## src/rtl/psum_accum_sfu_pkg.sv

```systemverilog
// Shared constants for the psum accumulator SFU.
// FSM encodings and default array dimensions.
package psum_accum_sfu_pkg;
  localparam int PSUM_BW = 16;
  localparam int DEPTH   = 16;

  localparam logic [0:0] RUN   = 1'b0;
  localparam logic [0:0] CLEAR = 1'b1;
endpackage

```

## src/rtl/psum_accum_sfu_sat_relu.sv

```systemverilog
// Saturating psum add plus optional ReLU.
// Pure combinational, shared by every SFU lane.
module sat_relu #(
  parameter int psum_bw = 16
) (
  input  logic signed [psum_bw-1:0] acc,
  input  logic signed [psum_bw-1:0] psum,
  input  logic                      first,
  input  logic                      relu_en,
  output logic signed [psum_bw-1:0] sum,
  output logic signed [psum_bw-1:0] res,
  output logic                      sat
);
  localparam logic signed [psum_bw-1:0] maxv =
    {1'b0, {(psum_bw-1){1'b1}}};
  localparam logic signed [psum_bw-1:0] minv =
    {1'b1, {(psum_bw-1){1'b0}}};

  logic signed [psum_bw-1:0] base;
  logic signed [psum_bw:0]   wide;
  logic                      hi;
  logic                      lo;

  assign base = first ? '0 : acc;
  assign wide = {base[psum_bw-1], base}
              + {psum[psum_bw-1], psum};
  // Top two bits disagree only when the result left the range.
  assign hi  = (wide[psum_bw:psum_bw-1] == 2'b01);
  assign lo  = (wide[psum_bw:psum_bw-1] == 2'b10);
  assign sat = hi || lo;

  always_comb begin
    sum = wide[psum_bw-1:0];
    if (hi) sum = maxv;
    if (lo) sum = minv;
  end

  assign res = (relu_en && sum[psum_bw-1]) ? '0 : sum;
endmodule

```

## src/rtl/psum_accum_sfu.sv

```systemverilog
// Per-channel psum accumulator with ReLU emit,
// saturation flag and a one-entry-per-cycle clear sweep.
module psum_accum_sfu
  import psum_accum_sfu_pkg::*;
#(
  parameter int psum_bw = PSUM_BW,
  parameter int depth   = DEPTH,
  parameter int addr_bw = 4
) (
  input  logic                      clk,
  input  logic                      reset,
  input  logic                      in_valid,
  output logic                      in_ready,
  input  logic signed [psum_bw-1:0] in_psum,
  input  logic [addr_bw-1:0]        in_addr,
  input  logic                      in_first,
  input  logic                      in_last,
  input  logic                      relu_en,
  input  logic                      clear,
  output logic                      out_valid,
  input  logic                      out_ready,
  output logic signed [psum_bw-1:0] out_data,
  output logic [addr_bw-1:0]        out_addr,
  output logic                      ovf
);
  localparam logic [addr_bw-1:0] cnt_end =
    addr_bw'(depth - 1);

  logic [0:0]                state;
  logic [addr_bw-1:0]        cnt;
  logic signed [psum_bw-1:0] mem [depth];

  logic                      addr_ok;
  logic                      accept;
  logic                      wr;
  logic                      sat;
  logic signed [psum_bw-1:0] acc;
  logic signed [psum_bw-1:0] sum;
  logic signed [psum_bw-1:0] res;

  assign addr_ok  = 32'(in_addr) < depth;
  assign in_ready = (state == RUN)
                 && !(out_valid && !out_ready);
  assign accept   = in_valid && in_ready;
  // Out-of-range beats are swallowed: no write, no emit.
  assign wr       = accept && addr_ok;
  assign acc      = addr_ok ? mem[in_addr] : '0;

  sat_relu #(
    .psum_bw(psum_bw)
  ) u_sat_relu (
    .acc    (acc),
    .psum   (in_psum),
    .first  (in_first),
    .relu_en(relu_en),
    .sum    (sum),
    .res    (res),
    .sat    (sat)
  );

  always_ff @(posedge clk or posedge reset) begin
    if (reset) begin
      state <= RUN;
      cnt   <= '0;
      ovf   <= 1'b0;
      for (int i = 0; i < depth; i++) mem[i] <= '0;
    end else begin
      case (state)
        RUN: begin
          if (wr) mem[in_addr] <= sum;
          if (wr && sat) ovf <= 1'b1;
          if (clear) begin
            state <= CLEAR;
            cnt   <= '0;
            ovf   <= 1'b0;
          end
        end
        CLEAR: begin
          mem[cnt] <= '0;
          cnt      <= cnt + 1'b1;
          if (cnt == cnt_end) begin
            state <= RUN;
            cnt   <= '0;
          end
        end
        default: state <= RUN;
      endcase
    end
  end

  always_ff @(posedge clk or posedge reset) begin
    if (reset) begin
      out_valid <= 1'b0;
      out_data  <= '0;
      out_addr  <= '0;
    end else if (wr && in_last) begin
      out_valid <= 1'b1;
      out_data  <= res;
      out_addr  <= in_addr;
    end else if (out_ready) begin
      out_valid <= 1'b0;
    end
  end
endmodule

```

## config.mk

```make
export PLATFORM = sky130hd
export DESIGN_NAME = psum_accum_sfu
export DESIGN_NICKNAME = d
export VERILOG_FILES = /design/src/rtl/psum_accum_sfu_pkg.sv /design/src/rtl/psum_accum_sfu_sat_relu.sv /design/src/rtl/psum_accum_sfu.sv
export SDC_FILE = /design/constraint.sdc
export NUM_CORES = 1
export LEC_CHECK = 0
export CAP_MARGIN = 20
export CORE_ASPECT_RATIO = 1.5
export CORE_UTILIZATION = 55
export DETAILED_ROUTE_END_ITERATION = 10
export PLACE_DENSITY = 0.75
export REMOVE_ABC_BUFFERS = 1
export SYNTH_ARGS = -nofsm -noshare
export SYNTH_HDL_FRONTEND = slang
export SYNTH_SLANG_ARGS = --single-unit
```

## constraint.sdc

```tcl
create_clock -name clk -period 22.1 [get_ports clk]
set_input_delay 3.315 -clock clk [delete_from_list [all_inputs] [get_ports clk]]
set_output_delay 3.315 -clock clk [all_outputs]
set_load 0.05 [all_outputs]
```

==> results of run 1 <==
-- power groups by stage --
stage | logic [mW] | registers, mW | clock network, mW
2_1_floorplan | 0.184 | 0.689 | 0
3_3_place_gp | 0.364 | 0.643 | 0
3_5_place_dp | 0.372 | 0.647 | 0
4_1_cts | 0.374 | 0.638 | 0.485
5_1_grt | 0.404 | 0.647 | 0.504
6_report | 0.376 | 0.639 | 0.481
-- worst max-delay path: stages --
cell and delay [ns]:
buf_4 0.34, buf_4 0.80, mux4_2 0.59, mux4_2 0.50
nor2b_1 0.15, ha_1 0.37, a21o_1 0.21, a31oi_1 0.25
a211oi_2 0.14, o21ai_1 0.22, nand2_1 0.08, a31oi_1 0.28
xnor2_1 0.20, ha_1 0.55, inv_1 0.26, a21o_1 0.47
o21ai_0 0.39
-- cell usage after synthesis, types with 2 or more instances --
library cell  number  area (sq um)
dfrtp_1          283          7082
o21ai_0          208          1041
nand3_1          184         920.9
nand2_1          125         469.2
mux4_2            79          1779
clkbuf_1          76         285.3
o21ai_1           36         180.2
o2bb2ai_1         26         227.7
ha_1              23         287.8
buf_2             20         100.1
nor2b_1           19         118.9
and2_1            17         106.4
nor2_1            16         60.06
a21oi_1           15         75.07
a21o_1            12         90.09
inv_1             11         41.29
o221ai_1          11         96.34
buf_1              8         30.03
and3_1             7         43.79
o31ai_1            7         52.55
or2_2              7         43.79
xor2_1             6         52.55
and2_0             5         31.28
nand2b_1           4         25.02
nor3_1             4         20.02
xnor2_1            4         35.03
mux2_2             3         33.78
nor3_2             3         30.03
or3_1              3         18.77
a211oi_1           2         15.01
a221o_1            2         20.02
a31oi_1            2         12.51
mux2i_1            2         20.02
or2_0              2         12.51
-- logic make-up after synthesis --
family,synth area share
multiplexers,0.1346
buffers and inverters,0.03465
XOR/XNOR,0.006433
adder cells (fa/ha/maj),0.02261
AND/OR/NAND/NOR,0.1406
AO/OA/AOI/OAI,0.1409
flip-flops,0.5202
-- cells in the final DEF, fill, tap and decap left out, types with 8 or more instances in the layout --
cell type,instances
dfrtp_1,283
o21ai_0,208
nand3_1,184
nand2_1,125
mux4_2,79
clkdlybuf4s50_1,48
o21ai_1,36
clkbuf_16,29
o2bb2ai_1,26
ha_1,23
nor2b_1,19
and2_1,17
nor2_1,16
a21oi_1,15
buf_4,15
a21o_1,12
o221ai_1,11
inv_1,10
clkbuf_1,8
-- through the flow --
stage	hold WS, ns	power (mW)	setup WS [ns]	util
2_1_floorplan	0.4446	0.8731	10.98	-
3_3_place_gp	0.4579	1.007	13.03	0.5823
3_5_place_dp	0.4662	1.018	12.83	0.5823
4_1_cts	0.4805	1.496	13.36	0.6202
5_1_grt	0.5032	1.555	12.92	0.6209
6_report	0.4753	1.496	13.28	0.6209
-- worst min-delay path by stage --
stage / start / end / slack (ns)
finish: out_data[13] / out_data[13] / 0.48
CTS: mem[216] / mem[216] / 0.48
detailed placement: mem[216] / mem[216] / 0.47
global route: mem[57] / mem[57] / 0.50
global placement: mem[73] / mem[73] / 0.46
floorplan: mem[216] / mem[216] / 0.44
-- cell type report --
cell class,count,area [sq um]
fillers,2003,9231
well taps,324,405.4
inverters,12,52.55
multi-input cells,848,6061
clock inverters,7,85.08
repair buffers,63,593.1
clock buffers,43,838.3
flip-flops and latches,283,7082
-- sequential cells by signal, indices dropped and copies added (netlist names) --
register   cells
cnt            4
ovf            1
out_valid      1
state          1
out_data      16
mem          256
out_addr       4
-- routing by layer --
layer | part of all wire | vias up
met5 | 0 | -
met4 | 0.079 | 0
met3 | 0.049 | 138
met2 | 0.50 | 410
met1 | 0.37 | 5277
li1 | - | 4540
==> summary.md, run 1 <==
| Metric | Value |
|---|---|
| Via-per-instance ratio | 6.560 |
| Initial antenna violation count | 0 |
| Total Die Area | 25,400 sq um |
| Fin. Hold Viols | 0 |
| Setup Fix Bufs, Post-CTS | 0 |
| Unrepaired setup endpoints after global routing | false |
| Fmax | 113.4 MHz |
| Core footprint | 24,350 sq um |
| Drt wl/cell | 23.96 um |
| Drt pass-1 iters | 5 |
| Pin count of the biggest net entering global routing | 140 |
| Synth unique cells | 50 |
| Max Cap Viol | 0 |
| DIE HEIGHT | 194.7 um |
| Final setup vio count | 0 |
| GPL Wtd Cong | 0.8987 |
| Power per Cell Area | 98.97 nW/um^2 |
| HPWL after DPL | 25,420 um |
| Worst Setup EP | mem[165] |
| Leakage power | 6.540 nW |
| Worst-path maximum fanout | 53 |
| Seq/Total Area, Yosys | 0.5202 |
| Most used DFF post-synth | dfrtp_1 |
| Setup_tns | 0 ns |
| Max VDD drop | 75.48 uV |
| Root Driver | clkbuf_16 |
| Syn avg cell area | 10.91 sq um |
| Seq pwr share | 0.427 |
| DRT iter0 DRCs | 792 |
| Detailed Route WL | 37,860 um |
| Startpoint Class | input pin |
| Starting density of the core | 0.5591 |
| Nets | 1,288 |
| EDFF count, synth | 0 |
| Min Clock Period, post-route | 8.818 ns |
| Int Pwr | 999.1 uW |
| First-pass GRT wire length | 60,160 um |
| P_sw | 497.0 uW |
| Clock-pin slew on the worst setup and hold paths | 0.06 ns |
| Crit. End Element | register |
| Layout Skew | 0.01935 ns |
| Placed inst area | 14,180 sq um |
| Via Count | 10.37k |
| Crit Reg-Reg Endpoint | mem[165] |
| Met2 GRT Util | 0.5144 |
| Num Clock Sinks | 283 |
| CTS max path bufs | 3 |
| Gate Count Post-Synth | 1,248 |
| PostCTS Resize Cnt | 0 |
| Antenna cells | 0 |
| GRT Overall Usage | 0.3159 |
| Busiest grt layer | met2 |
| Total grt overflow | 0 |
| Clock Latency Late Sink | 0.55 ns |
| Part of the cycle the worst path needs | 0.3990 |
| Required @ worst endpoint | 22.51 ns |
| CP startpoint | in_addr[0] |
| Met3 usage | 0.03909 |
| Setup CP Type | input pin to register |
| Synth warn | 0 |
| Slew Limit Fails | 0 |
| Combinational share of power | 0.251 |
| Post-CTS Hold Fix Bufs | 0 |
| Min-Delay Path Class | register to register |
| CTS tree | built |
| Share of cells above drive strength 1 | 0.1242 |
| Antenna Nets Post-Route | 0 |
| Vias in the first global route | 10.66k |
| Switching share of power | 0.3322 |
| # rows | 70 |
| Htree depth | 1 |
| Io pins | 51 |
| R2R Setup Slk | 17.01 ns |
| M1 GR Usage | 0.3908 |
| Port bufs | 50 |
| WP data arrival | 9.23 ns |
| Layout overhead on the synthesized area | 11.04% |
| WHS Path Cells | 2 |
| Power share of the clock group | 0.322 |
| Remaining DRCs | 0 |
| Ys async rst share | 1.000 |
| Final instance area | 15,120 sq um |
| Syn Std Cell Area | 13,610 sq um |
| Die X | 130.5 um |
| Cell total after placement | 1,528 |
| CTS buffer count | 28 |
| Slew HR | 0.2485 |
| Worst Tran Pin Value | 1.123 ns |
| Non-Filler Instances | 1,580 |
| Outcome | complete, no violations |
| R2R Path Start | mem[196] |
| Cell count of the worst reg-to-reg path | 15 |
| Yosys reg bits | 283 |
(Power assumes the default switching activity.)
==> run 2, diff against run 1 <==
==> constraint.sdc (replaced) <==
create_clock -name clk -period 9.11 [get_ports clk]
set_input_delay 1.3665 -clock clk [delete_from_list [all_inputs] [get_ports clk]]
set_output_delay 1.3665 -clock clk [all_outputs]
set_load 0.05 [all_outputs]
==> run 2 against run 1 <==
Against the previous run:
- first-iteration DRC count is 32% higher
- sequential share of layout area is 0.20 points lower
- worst hold slack better by 0.0017 ns
- combinational power is 140% higher
- highest routed layer unchanged
- final cell count is 0.19% higher
==> summary.md, run 2 (synthesized netlist as in run 1, its figures left out) <==
| Metric | Value |
|---|---|
| Crit. End Element | register |
| # rows | 70 (unchanged) |
| P_sw | 1.235 mW (+150%) |
| Starting density of the core | 0.5591 (unchanged) |
| GPL Wtd Cong | 0.9010 (+0.26%) |
| Max FFs per register | 256 (unchanged) |
| Fmax | 149.2 MHz |
| Most flop-heavy register | mem |
| Htree depth | 1 (unchanged) |
| Total grt overflow | 0 (unchanged) |
| Share of cells above drive strength 1 | 0.1280 (+0.003777) |
| Required @ worst endpoint | 9.54 ns (-12.97 ns) |
| Remaining DRCs | 0 (unchanged) |
| Fin. Hold Viols | 0 (unchanged) |
| DIE HEIGHT | 194.7 um (unchanged) |
| GRT Overall Usage | 0.3177 (+0.001734) |
| Detailed Route WL | 38,140 um (+0.73%) |
| Port bufs | 50 (unchanged) |
| First-pass GRT wire length | 60,130 um (about the same) |
| Combinational share of power | 0.248 (-0.003) |
| Max VDD drop | 259.7 uV (+240%) |
| Setup Fix Bufs, Post-CTS | 0 (unchanged) |
| Leakage power | 6.566 nW (+0.40%) |
| Slew Limit Fails | 0 (unchanged) |
| Final setup vio count | 0 (unchanged) |
| HPWL after DPL | 25,090 um (-1.3%) |
| Drt wl/cell | 24.09 um (+0.54%) |
| Layout Skew | 0.02776 ns (+0.008413 ns) |
| Worst Tran Pin Value | 0.9987 ns (-0.1248 ns) |
| Layout fillers | 1,996 (-0.35%) |
| Clock-pin slew on the worst setup and hold paths | 0.06 ns (about the same) |
| Post-CTS Hold Fix Bufs | 0 (unchanged) |
| Seq pwr share | 0.420 (-0.007) |
| Switching share of power | 0.3343 (+0.002151) |
| Setup_tns | 0 ns (unchanged) |
| Root Driver | clkbuf_16 |
| Slew HR | 0.3342 (+0.08576) |
| Outcome | complete, no violations |
| Startpoint Class | input pin |
| WP data arrival | 7.13 ns (-2.10 ns) |
| Int Pwr | 2.460 mW (+150%) |
| Min-Delay Path Class | register to register |
| CTS tree | built |
| Power share of the clock group | 0.332 (+0.010) |
| Layout overhead on the synthesized area | 11.52% |
| Core footprint | 24,350 sq um (unchanged) |
| Initial antenna violation count | 1 (+1) |
| Total Die Area | 25,400 sq um (unchanged) |
| Placed inst area | 14,200 sq um (+0.14%) |
| Min Clock Period, post-route | 6.704 ns |
| Via Count | 10.47k (+0.98%) |
| Part of the cycle the worst path needs | 0.7359 |
| Clock Latency Late Sink | 0.56 ns (about the same) |
| Unrepaired setup endpoints after global routing | false |
| Final instance area | 15,180 sq um (+0.44%) |
| Pin count of the biggest net entering global routing | 156 (+11%) |
| Antenna Nets Post-Route | 0 (unchanged) |
| Num Clock Sinks | 283 (unchanged) |
| Nets | 1,289 (+0.078%) |
| Io pins | 51 (unchanged) |
| Vias in the first global route | 10.55k (-1.1%) |
| Via-per-instance ratio | 6.612 (+0.79%) |
| Die X | 130.5 um (unchanged) |
| Worst-path maximum fanout | 56 (+5.7%) |
| Drt pass-1 iters | 5 (unchanged) |
| Most frequent cells in the layout | dfrtp_1, o21ai_0, nand3_1 |
| Max Cap Viol | 0 (unchanged) |
| Setup CP Type | input pin to register |
| CTS buffer count | 28 (unchanged) |
| Commonest non-fill, non-tap cell in the layout | dfrtp_1 |
| Regs by FF count | mem x256, out_data x16 |
| Power per Cell Area | 243.3 nW/um^2 (+150%) |
| DRT iter0 DRCs | 1,048 (+32%) |
| PostCTS Resize Cnt | 0 (unchanged) |
| CTS max path bufs | 3 (unchanged) |
## run 2: routing by layer
layer	vias up	share of wire	global-route usage
li1	4544	-	-
met2	489	0.50	0.5106
met3	164	0.064	0.04597
met4	0	0.074	0.2026
met1	5270	0.37	0.4017
met5	-	0	0
## run 2: critical path: stages
cell and delay (ns):
buf_4 0.67, buf_4 0.37, mux4_2 0.58, mux4_2 0.51, nor2b_1 0.17, ha_1 0.37, a21oi_1 0.13, o21ai_0 0.19
o21ai_1 0.31, nand2_1 0.09, a31oi_1 0.31, xor2_1 0.18, ha_1 0.83, o21ai_0 0.21, nand3_1 0.28, or2_0 0.34
o21ai_0 0.14
## run 2: power by group through the flow
stage                     sequential (mW)  clock [mW]  combinational [mW]
after global routing                 1.57        1.28               0.984
after global placement               1.56           0               0.886
after detailed placement             1.57           0               0.903
after floorplan                      1.67           0               0.447
after CTS                            1.55        1.23               0.909
final                                1.55        1.23               0.917
## run 2: through the flow
stage / setup slack (ns) / hold slack [ns] / power [mW] / std cells / utilization
6_report: 2.406 / 0.4770 / 3.695 / 1583 / 0.6236
5_1_grt: 1.991 / 0.4989 / 3.829 / 1582 / 0.6235
4_1_cts: 2.481 / 0.4827 / 3.691 / 1580 / 0.6229
3_5_place_dp: 1.928 / 0.4688 / 2.472 / 1529 / 0.5831
3_3_place_gp: 1.943 / 0.4556 / 2.447 / 1529 / 0.5831
2_1_floorplan: -0.06374 / 0.4446 / 2.118 / 1143 / -
## run 2: final cells by class
cell class	count	area (sq um)	area share
inverter	12	52.55	0.003461
clock inverter	14	181.4	0.01195
multi-input combinational	848	6061	0.3992
tap	324	405.4	0.02670
sequential	283	7082	0.4664
clock buffer	37	785.8	0.05175
antenna	1	2.502	0.0001648
timing repair buffer	64	613.1	0.04038
## run 2: path summary, 6_finish.rpt
| path | slack [ns] | cells after the start | from | endpoint |
|---|---|---|---|---|
| setup reg to reg | 3.77 | 16 | mem[84] | out_data[9] |
| hold reg to reg | 0.48 | 2 | out_addr[3] | out_addr[3] |
| min in group asynchronous | 1.34 | 2 | reset | out_addr[1] |
| max in group asynchronous | 6.28 | 3 | reset | mem[82] |
| setup / recovery | 2.41 | 17 | in_addr[1] | out_data[9] |
| hold / removal | 0.48 | 2 | out_addr[3] | out_addr[3] |
==> run 3, diff against run 2 <==
==> constraint.sdc (replaced) <==
create_clock -name clk -period 6.8 [get_ports clk]
set_input_delay 1.02 -clock clk [delete_from_list [all_inputs] [get_ports clk]]
set_output_delay 1.02 -clock clk [all_outputs]
set_load 0.05 [all_outputs]
==> run 3 against run 2 <==
Against the previous run:
- clock power up 28%
- flip-flop and latch count unchanged
- global-route usage is 0.30 points lower
- register-to-register slack lost 2.0 ns
- via count shrank 1.6%
- critical path depth is the same
- power rose by 32%
- routed wire length shrank 1.1%
- setup slack worse by 1.5 ns
- highest routed layer unchanged
==> summary.md, run 3 (synthesized netlist as in run 1, its figures left out) <==
| Metric | Value |
|---|---|
| Layout fillers | 1,968 (-1.4%) |
| Starting density of the core | 0.5591 (unchanged) |
| Commonest non-fill, non-tap cell in the layout | dfrtp_1 |
| Share of cells above drive strength 1 | 0.1377 (+0.009706) |
| Die X | 130.5 um (unchanged) |
| Nets | 1,302 (+1.0%) |
| Fin. Hold Viols | 0 (unchanged) |
| Final instance area | 15,260 sq um (+0.54%) |
| Setup slack after layout | 0.9312 ns (-1.475 ns) |
| Min Clock Period, post-route | 5.869 ns |
| Outcome | complete, no violations |
| GRT Overall Usage | 0.3146 (-0.003041) |
| Max FFs per register | 256 (unchanged) |
| Most frequent cells in the layout | dfrtp_1, o21ai_0, nand3_1 |
| Clock Latency Late Sink | 0.54 ns (-0.02 ns) |
| DRT iter0 DRCs | 784 (-25%) |
| Via-per-instance ratio | 6.457 (-2.3%) |
| Num Clock Sinks | 283 (unchanged) |
| Leakage power | 6.609 nW (+0.65%) |
| Via Count | 10.30k (-1.6%) |
| Busiest grt layer | met2 |
| Max VDD drop | 296.6 uV (+14%) |
| Total grt overflow | 0 (unchanged) |
| Clock-pin slew on the worst setup and hold paths | 0.07 ns (about the same) |
| Detailed Route WL | 37,700 um (-1.1%) |
| Worst-path maximum fanout | 39 (-30%) |
| Post-CTS Hold Fix Bufs | 0 (unchanged) |
| Fmax | 170.4 MHz |
| Most flop-heavy register | mem |
| CTS tree | built |
| Root Driver | clkbuf_16 |
| HPWL after DPL | 25,670 um (+2.3%) |
| WHS Path Cells | 2 (unchanged) |
| Antenna Nets Post-Route | 0 (unchanged) |
| Max Cap Viol | 0 (unchanged) |
| Regs by FF count | mem x256, out_data x16 |
| WP data arrival | 6.30 ns (-0.83 ns) |
| Remaining DRCs | 0 (unchanged) |
| Cell count of the worst reg-to-reg path | 15 (-1) |
| # rows | 70 (unchanged) |
| GPL Wtd Cong | 0.8679 (-3.7%) |
| Core footprint | 24,350 sq um (unchanged) |
| Drt wl/cell | 23.64 um (-1.9%) |
| Total Die Area | 25,400 sq um (unchanged) |
| Required @ worst endpoint | 7.23 ns (-2.31 ns) |
| Slew Limit Fails | 0 (unchanged) |
| PostCTS Resize Cnt | 0 (unchanged) |
| Power per Cell Area | 319.3 nW/um^2 (+31%) |
| Startpoint Class | input pin |
| Vias in the first global route | 10.33k (-2.1%) |
| Unrepaired setup endpoints after global routing | false |
| Met3 usage | 0.03936 (-0.006606) |
| CTS max path bufs | 3 (unchanged) |
| Layout Skew | 0.01329 ns (-0.01447 ns) |
| Io pins | 51 (unchanged) |
| Drt pass-1 iters | 5 (unchanged) |
| Htree depth | 1 (unchanged) |
| Port bufs | 50 (unchanged) |
| CTS buffer count | 27 (-3.6%) |
| Placed inst area | 14,340 sq um (+1.0%) |
| Min-Delay Path Class | register to register |
| Final setup vio count | 0 (unchanged) |
| Worst slack, placed | 0.4648 ns (-1.463 ns) |
| M1 GR Usage | 0.3971 (-0.004539) |
| Initial antenna violation count | 0 (-1) |
| Setup Fix Bufs, Post-CTS | 0 (unchanged) |
| Worst Tran Pin Value | 1.060 ns (+0.06175 ns) |
| Core Util, Final | 0.6269 (+0.003340) |
| DIE HEIGHT | 194.7 um (unchanged) |
| Met2 GRT Util | 0.5122 (+0.001576) |
| Setup CP Type | input pin to register |
| First-pass GRT wire length | 59,760 um (-0.61%) |
| Crit. End Element | register |
| Pin count of the biggest net entering global routing | 178 (+14%) |
| Part of the cycle the worst path needs | 0.8631 |
| Antenna cells | 0 (-1) |
| Slew HR | 0.2931 (-0.04116) |
| Layout overhead on the synthesized area | 12.12% |
[run 3: cell count changes in the layout (fill, tap and decap cells not counted)]
cell	change
clkbuf_1	-1
clkbuf_16	-2
inv_8	-1
bufinv_16	-1
clkinvlp_4	+3
clkbuf_8	+2
buf_4	+12
inv_6	+1
diode_2	-1
buf_12	+2
clkinv_2	-2
[run 3: final timing paths]
path / startpoint / slack [ns] / to
setup / recovery: in_addr[0] / 0.93 / mem[5]
hold / removal: mem[200] / 0.48 / mem[200]
setup reg to reg: mem[4] / 1.77 / mem[5]
hold reg to reg: mem[200] / 0.48 / mem[200]
max in group asynchronous: reset / 4.31 / mem[91]
min in group asynchronous: reset / 1.03 / out_data[6]
[run 3: stage by stage]
| step | TNS [ns] | hold slack [ns] | std cells | power [mW] |
|---|---|---|---|---|
| finish | 0 | 0.4764 | 1595 | 4.875 |
| global route | 0 | 0.5011 | 1595 | 5.063 |
| CTS | 0 | 0.4806 | 1595 | 4.875 |
| detailed placement | 0 | 0.4655 | 1545 | 3.323 |
| global placement | 0 | 0.4554 | 1545 | 3.291 |
| floorplan | -573.71 | 0.4446 | 1143 | 2.837 |
[run 3: layer usage]
layer	vias to the layer above	wire length (um)
li1	4570	-
met1	5191	14340
met2	404	18720
met3	134	1935
met4	0	2715
met5	-	0
[run 3: critical path: stages]
cell and delay, ns:
buf_4 0.57, buf_4 0.29, mux4_2 0.49, mux4_2 0.49, nor2b_1 0.15, ha_1 0.24, a21o_1 0.22, a31oi_1 0.24
a211oi_2 0.15, o21ai_1 0.26, nand2_1 0.10, a31oi_1 0.30, xnor2_1 0.20, ha_1 0.53, inv_1 0.26, a21o_1 0.44
o21ai_0 0.29
[run 3: where the power goes]
part	switching, mW	internal (mW)	total [mW]	leakage [nW]
registers	0.150	1.93	2.08	3.91
clock network	0.666	0.901	1.57	0.441
logic	0.818	0.413	1.23	2.26
[run 3: cell type report]
class                   instances  area (sq um)  share of cell area
clock buffers                  36         759.5             0.04975
clock inverters                14         161.4             0.01057
inverters                      12         52.55            0.003443
multi-input cells             848          6061              0.3971
flip-flops and latches        283          7082              0.4639
well taps                     324         405.4             0.02656
repair buffers                 78         743.2             0.04869
